$ cat config.mk
export PLATFORM = sky130hd
export DESIGN_NAME = mem_port_arbiter_flat
export DESIGN_NICKNAME = d
export VERILOG_FILES = /design/src/rtl/mem_port_arbiter_if.sv /design/src/rtl/mem_port_arbiter.sv /design/src/flat_wrapper.sv
export SDC_FILE = /design/constraint.sdc
export NUM_CORES = 1
export LEC_CHECK = 0
export ABC_AREA = 1
export CAP_MARGIN = 30
export CORE_MARGIN = 8
export CORE_UTILIZATION = 35
export DETAILED_ROUTE_END_ITERATION = 7
export GPL_TIMING_DRIVEN = 0
export PLACE_DENSITY = 0.82
export SLEW_MARGIN = 5
export SYNTH_ARGS = -nofsm -noshare
export SYNTH_HDL_FRONTEND = slang
export SYNTH_SLANG_ARGS = --single-unit
$ cat constraint.sdc
create_clock -name clk -period 1.4 [get_ports clk]
set_input_delay 0.35 -clock clk [delete_from_list [all_inputs] [get_ports clk]]
set_output_delay 0.35 -clock clk [all_outputs]
set_load 0.02 [all_outputs]
$ cat src/rtl/mem_port_arbiter_if.sv
// Signal bundle between the IF/MEM requesters, the shared memory port and the
// pipeline controller. "master" is the arbiter's view, "slave" the environment's.
interface mem_port_arbiter_if #(
  parameter int ADDR_W = 32,
  parameter int DATA_W = 32
);
  // Instruction fetch requester
  logic              inst_req;
  logic [ADDR_W-1:0] inst_addr;
  logic              inst_done;
  logic [DATA_W-1:0] inst_rdata;

  // Data access requester
  logic              data_req;
  logic [3:0]        data_wen;
  logic [ADDR_W-1:0] data_addr;
  logic [DATA_W-1:0] data_wdata;
  logic              data_done;
  logic [DATA_W-1:0] data_rdata;

  // Shared memory port
  logic              mem_req;
  logic [3:0]        mem_wen;
  logic [ADDR_W-1:0] mem_addr;
  logic [DATA_W-1:0] mem_wdata;
  logic              mem_addr_ok;
  logic              mem_data_ok;
  logic [DATA_W-1:0] mem_rdata;

  // Pipeline controller
  logic              stall_req;

  modport master (
    input  inst_req, inst_addr, data_req, data_wen, data_addr, data_wdata,
           mem_addr_ok, mem_data_ok, mem_rdata,
    output inst_done, inst_rdata, data_done, data_rdata,
           mem_req, mem_wen, mem_addr, mem_wdata, stall_req
  );

  modport slave (
    output inst_req, inst_addr, data_req, data_wen, data_addr, data_wdata,
           mem_addr_ok, mem_data_ok, mem_rdata,
    input  inst_done, inst_rdata, data_done, data_rdata,
           mem_req, mem_wen, mem_addr, mem_wdata, stall_req
  );
endinterface

$ cat src/rtl/mem_port_arbiter.sv
// Round-robin arbiter sharing one SRAM-like memory port between instruction
// fetch and data access, serialised through an address-phase/data-phase FSM.
module mem_port_arbiter #(
  parameter int ADDR_W    = 32,
  parameter int DATA_W    = 32,
  parameter int PRIO_DATA = 1
) (
  input logic                clk,
  input logic                rst_n,
  mem_port_arbiter_if.master bus
);

  typedef enum logic [1:0] {
    IDLE = 2'd0,
    ADDR = 2'd1,
    DATA = 2'd2
  } state_t;

  state_t state;
  logic   owner;       // 0 = inst, 1 = data
  logic   last_grant;  // 0 = inst, 1 = data
  logic   grant_data;
  logic   finish;

  // On a tie the requester that did not win last time gets the port.
  assign grant_data = bus.data_req & (~bus.inst_req | ~last_grant);

  // NOTE: completion is decoded combinationally from state and mem_data_ok
  // with continuous assigns, so every output has a value on every path and
  // no latch can be inferred.
  assign finish         = (state == DATA) & bus.mem_data_ok;
  assign bus.inst_done  = finish & ~owner;
  assign bus.data_done  = finish & owner;
  assign bus.inst_rdata = bus.inst_done ? bus.mem_rdata : {DATA_W{1'b0}};
  assign bus.data_rdata = bus.data_done ? bus.mem_rdata : {DATA_W{1'b0}};

  assign bus.stall_req = (bus.inst_req & ~bus.inst_done) |
                         (bus.data_req & ~bus.data_done);

  // mem_wen/mem_addr/mem_wdata double as the latched transaction registers,
  // so requester inputs cannot disturb an in-flight access.
  // NOTE: all state uses non-blocking assignments so every register samples
  // pre-edge values regardless of statement order.
  always_ff @(posedge clk or negedge rst_n) begin
    if (!rst_n) begin
      state         <= IDLE;
      owner         <= 1'b0;
      last_grant    <= (PRIO_DATA == 0);
      bus.mem_req   <= 1'b0;
      bus.mem_wen   <= 4'b0000;
      bus.mem_addr  <= {ADDR_W{1'b0}};
      bus.mem_wdata <= {DATA_W{1'b0}};
    end else begin
      case (state)
        IDLE: begin
          if (bus.inst_req | bus.data_req) begin
            owner         <= grant_data;
            last_grant    <= grant_data;
            bus.mem_req   <= 1'b1;
            bus.mem_addr  <= grant_data ? bus.data_addr  : bus.inst_addr;
            bus.mem_wen   <= grant_data ? bus.data_wen   : 4'b0000;
            bus.mem_wdata <= grant_data ? bus.data_wdata : {DATA_W{1'b0}};
            state         <= ADDR;
          end
        end
        ADDR: begin
          if (bus.mem_addr_ok) begin
            bus.mem_req <= 1'b0;
            state       <= DATA;
          end
        end
        DATA: begin
          if (bus.mem_data_ok) begin
            state <= IDLE;
          end
        end
        default: begin
          bus.mem_req <= 1'b0;
          state       <= IDLE;
        end
      endcase
    end
  end

endmodule

$ cat src/flat_wrapper.sv
// flat-port wrapper written by rule: the top's interface ports become plain ports
module mem_port_arbiter_flat 
#(
  parameter int ADDR_W    = 32,
  parameter int DATA_W    = 32,
  parameter int PRIO_DATA = 1
)
  (clk, rst_n, bus_inst_req, bus_inst_addr, bus_data_req, bus_data_wen, bus_data_addr, bus_data_wdata, bus_mem_addr_ok, bus_mem_data_ok, bus_mem_rdata, bus_inst_done, bus_inst_rdata, bus_data_done, bus_data_rdata, bus_mem_req, bus_mem_wen, bus_mem_addr, bus_mem_wdata, bus_stall_req);
  mem_port_arbiter_if #(.ADDR_W(ADDR_W), .DATA_W(DATA_W)) bus_i ();
  input logic clk;
  input logic rst_n;
  input wire logic [$bits(bus_i.inst_req)-1:0] bus_inst_req;
  input wire logic [$bits(bus_i.inst_addr)-1:0] bus_inst_addr;
  input wire logic [$bits(bus_i.data_req)-1:0] bus_data_req;
  input wire logic [$bits(bus_i.data_wen)-1:0] bus_data_wen;
  input wire logic [$bits(bus_i.data_addr)-1:0] bus_data_addr;
  input wire logic [$bits(bus_i.data_wdata)-1:0] bus_data_wdata;
  input wire logic [$bits(bus_i.mem_addr_ok)-1:0] bus_mem_addr_ok;
  input wire logic [$bits(bus_i.mem_data_ok)-1:0] bus_mem_data_ok;
  input wire logic [$bits(bus_i.mem_rdata)-1:0] bus_mem_rdata;
  output wire logic [$bits(bus_i.inst_done)-1:0] bus_inst_done;
  output wire logic [$bits(bus_i.inst_rdata)-1:0] bus_inst_rdata;
  output wire logic [$bits(bus_i.data_done)-1:0] bus_data_done;
  output wire logic [$bits(bus_i.data_rdata)-1:0] bus_data_rdata;
  output wire logic [$bits(bus_i.mem_req)-1:0] bus_mem_req;
  output wire logic [$bits(bus_i.mem_wen)-1:0] bus_mem_wen;
  output wire logic [$bits(bus_i.mem_addr)-1:0] bus_mem_addr;
  output wire logic [$bits(bus_i.mem_wdata)-1:0] bus_mem_wdata;
  output wire logic [$bits(bus_i.stall_req)-1:0] bus_stall_req;
  assign bus_i.inst_req = bus_inst_req;
  assign bus_i.inst_addr = bus_inst_addr;
  assign bus_i.data_req = bus_data_req;
  assign bus_i.data_wen = bus_data_wen;
  assign bus_i.data_addr = bus_data_addr;
  assign bus_i.data_wdata = bus_data_wdata;
  assign bus_i.mem_addr_ok = bus_mem_addr_ok;
  assign bus_i.mem_data_ok = bus_mem_data_ok;
  assign bus_i.mem_rdata = bus_mem_rdata;
  assign bus_inst_done = bus_i.inst_done;
  assign bus_inst_rdata = bus_i.inst_rdata;
  assign bus_data_done = bus_i.data_done;
  assign bus_data_rdata = bus_i.data_rdata;
  assign bus_mem_req = bus_i.mem_req;
  assign bus_mem_wen = bus_i.mem_wen;
  assign bus_mem_addr = bus_i.mem_addr;
  assign bus_mem_wdata = bus_i.mem_wdata;
  assign bus_stall_req = bus_i.stall_req;
  mem_port_arbiter #(.ADDR_W(ADDR_W), .DATA_W(DATA_W), .PRIO_DATA(PRIO_DATA)) u_core (.clk(clk), .rst_n(rst_n), .bus(bus_i));
endmodule
==> out/metrics.cfg <==
[run_status]
status=complete, but fails checks
violations=setup timing

[critical_path]
cpPeakStageDelay_ps=420
cp.arrival_ps=1650
cpMostUsedCell=nor2_4
slowest_stage=dfrtp_1
crit_type=register to output port
path_cells=nor2_4, nand3_4, buf_4, buf_12, nor2_4, buf_6
worstSetupStartpointType=register
cp_max_fo=5
critical_path_required_ps=1050
end_kind=output port

[cts]
clkTransAtPathRegs_ps=70
cts.sinks=72
cts_tree=done
htreeDepth=3
clock_latency_ps=350
numCtsBuffers=9
root_buffer=clkbuf_8
cts.path.max_buffers=2

[route]
drc_errors=0
firstDrtPassIters=4
vias=4862
wl_per_cell_um=18.2
avgViaCountPerCell=4.73
wirelength_mm=18.6
final_antenna_net_count=0
drt_first_iter_violations=185

[timing]
fin_crit_sh_pct=143
fin_skew_ps=9.54
setup_viol_count_final=138
finalHoldViolations=0
rsz0062_at_grt=true
drv_slew=0
tightestPinTransition_ps=427
period_minus_slack_ps=2000
fmax_mhz=499
fin_ws_ps=-604
slew_headroom_pct=71.5
whs_ps=361

[synth]
synth_cell_types=17
synth_seq_cells=72
async_flop_share_pct=100
yosys_warnings=0
syn_area_per_cell_um2=6.82
yosys.area.top_type=dfrtp_1
synthTopCellsByCount=nand2_1 (175), inv_1 (104), nand3_1 (102)
yosys-top-cells-area=dfrtp_1 (47%), nand2_1 (17%), nand3_1 (13%)
synthFlopType=dfrtp_1
ys_seq_area_share_pct=47.1
synth_edf_count=0
netlist_area_um2=3830
synth_top_area_share_pct=47.1
syn-num-nets=699
synth_cells=561
synth_most_common_cell=nand2_1

[global_route]
grt_pass1_vias=5045
grt_pass1_wl_mm=26.8
grt_max_degree=70
grt.total_usage_pct=23.3
overflow=0
antenna_found_initial=0

[cells_and_area]
drive_gt1_share_pct=35.4
syn_to_final_growth_pct=119
fin_nets=1021
fill_cells=727
insertedDiodeCount=0

[power_and_ir_drop]
p_comb_share_pct=61.8
power_frac_seq_pct=26.0
vdd.ir_drop.worst_mv=0.944
sw_frac_of_total_pct=42.8
powerDensity_nw_per_um2=1580
p_leak_nw=4.25
finalPower_mw=13.2
power_frac_clock_pct=12.2
p_int_mw=7.56
p_switching_mw=5.66

[floorplanning]
start_util_pct=35.6
die_x_um=121
ios=274
core_area_um2=10700
die_y_um=121
num_rows=38
fp.dieArea_um2=14500

[place]
io_buffers=272
dp_slack_ps=-1130
dp_hpwl_mm=13.4
gp_congestion=0.920

[hold_path]
hold_path_class=input port to asynchronous set/reset pin

[job]
maxCapViolCount=0

per-layer routing:
| layer | track usage, % | routed length [um] | vias to the layer above |
|---|---|---|---|
| li1 | - | - | 2323 |
| met1 | 24.2 | 6890 | 2290 |
| met2 | 42.9 | 9830 | 218 |
| met3 | 7.09 | 1460 | 31 |
| met4 | 8.98 | 469 | 0 |
| met5 | 0 | 0 | - |
worst max-delay path: cells and delay by family, from the launching register on:
kind	cells	cell delay, ps
and+or+nand+nor	3	430
DFF	1	420
buffers and inverters	3	450
flip-flops by register name (all words and copies together) (netlist names):
name                  cells
u_core.bus.mem_addr      32
u_core.state              2
u_core.bus.mem_wen        4
u_core.bus.mem_wdata     32
u_core.bus.mem_req        1
u_core.owner              1
stage by stage:
stage	cells	utilization, %	TNS, ps	instance area, um2
after floorplan	561	-	-567	4310
after global placement	973	67.1	-273320	7210
after detailed placement	974	67.3	-104420	7230
after CTS	1010	74.2	-36310	7970
after global routing	1027	77.9	-54360	8370
final	1027	77.9	-43810	8370
layout make-up:
type,instances,area [um2],share of cell area (%)
plain buffers,30,333,3.97
clock buffers,10,128,1.52
clock inverters,5,58.8,0.702
inverters,106,413,4.93
multi-input cells,350,2050,24.4
flip-flops and latches,72,1800,21.5
well taps,140,175,2.09
repair buffers,312,3390,40.5
repair inverters,2,22.5,0.269
placed cells by master (no fill, tap or decap):
cell type and count:
clkbuf_8 9, nor2_2 2, bufinv_16 1, buf_4 30, buf_16 5, clkbuf_2 17, dlygate4sd2_1 1, clkdlybuf4s50_1 134
inv_12 1, clkdlybuf4s15_2 48, o22ai_1 1, clkbuf_1 2, nand3_1 92, nor2_4 65, buf_12 9, nand3_2 8
clkinv_2 1, buf_1 2, buf_8 11, nand3_4 2, nand2_2 10, clkinvlp_4 2, buf_6 65, inv_8 2
buf_2 8, o21ai_1 1, dlygate4sd3_1 1, clkinv_4 1, clkbuf_16 10, inv_2 3, inv_4 1, inv_1 101
dfrtp_1 72, a21oi_1 1, nand2_1 165, o21ai_2 2, nand2_4 1
worst paths after layout:
kind	startpoint	end	slack [ps]	cells after the start
worst min-delay path	rst_n	u_core.bus.mem_addr[10]	360	2
worst max-delay path	u_core.state[0]	bus_data_rdata[9]	-600	6
min in group clk	bus_data_req	u_core.bus.mem_addr[1]	460	4
max in group asynchronous	rst_n	u_core.state[0]	520	3
worst max register to register	u_core.state[0]	u_core.bus.mem_addr[24]	-140	10
worst min register to register	u_core.bus.mem_addr[0]	u_core.bus.mem_addr[0]	480	2
power by group through the flow:
stage / Clock (mW) / Combinational (mW) / Sequential, mW
3_3_place_gp: 0 / 6.40 / 3.40
6_report: 1.61 / 8.17 / 3.44
5_1_grt: 1.75 / 8.71 / 3.53
4_1_cts: 1.64 / 6.92 / 3.42
2_1_floorplan: 0 / 2.42 / 4.39
3_5_place_dp: 0 / 6.55 / 3.42
kinds of logic after synthesis:
| kind of cell | after synthesis | synth area share (%) |
|---|---|---|
| simple gates | 345 | 37.5 |
| buf+inv | 139 | 14.7 |
| flops | 72 | 47.1 |
| compound gates | 5 | 0.687 |
timing repair:
action,in CTS,in global routing
setup buffers,17,8
gates cloned,4,12
setup endpoints to repair,204,159
endpoints found under the hold margin,3,0
pin swaps,4,8
gates resized for setup,634,97
hold buffers,1,0
(Power assumes the default switching activity.)
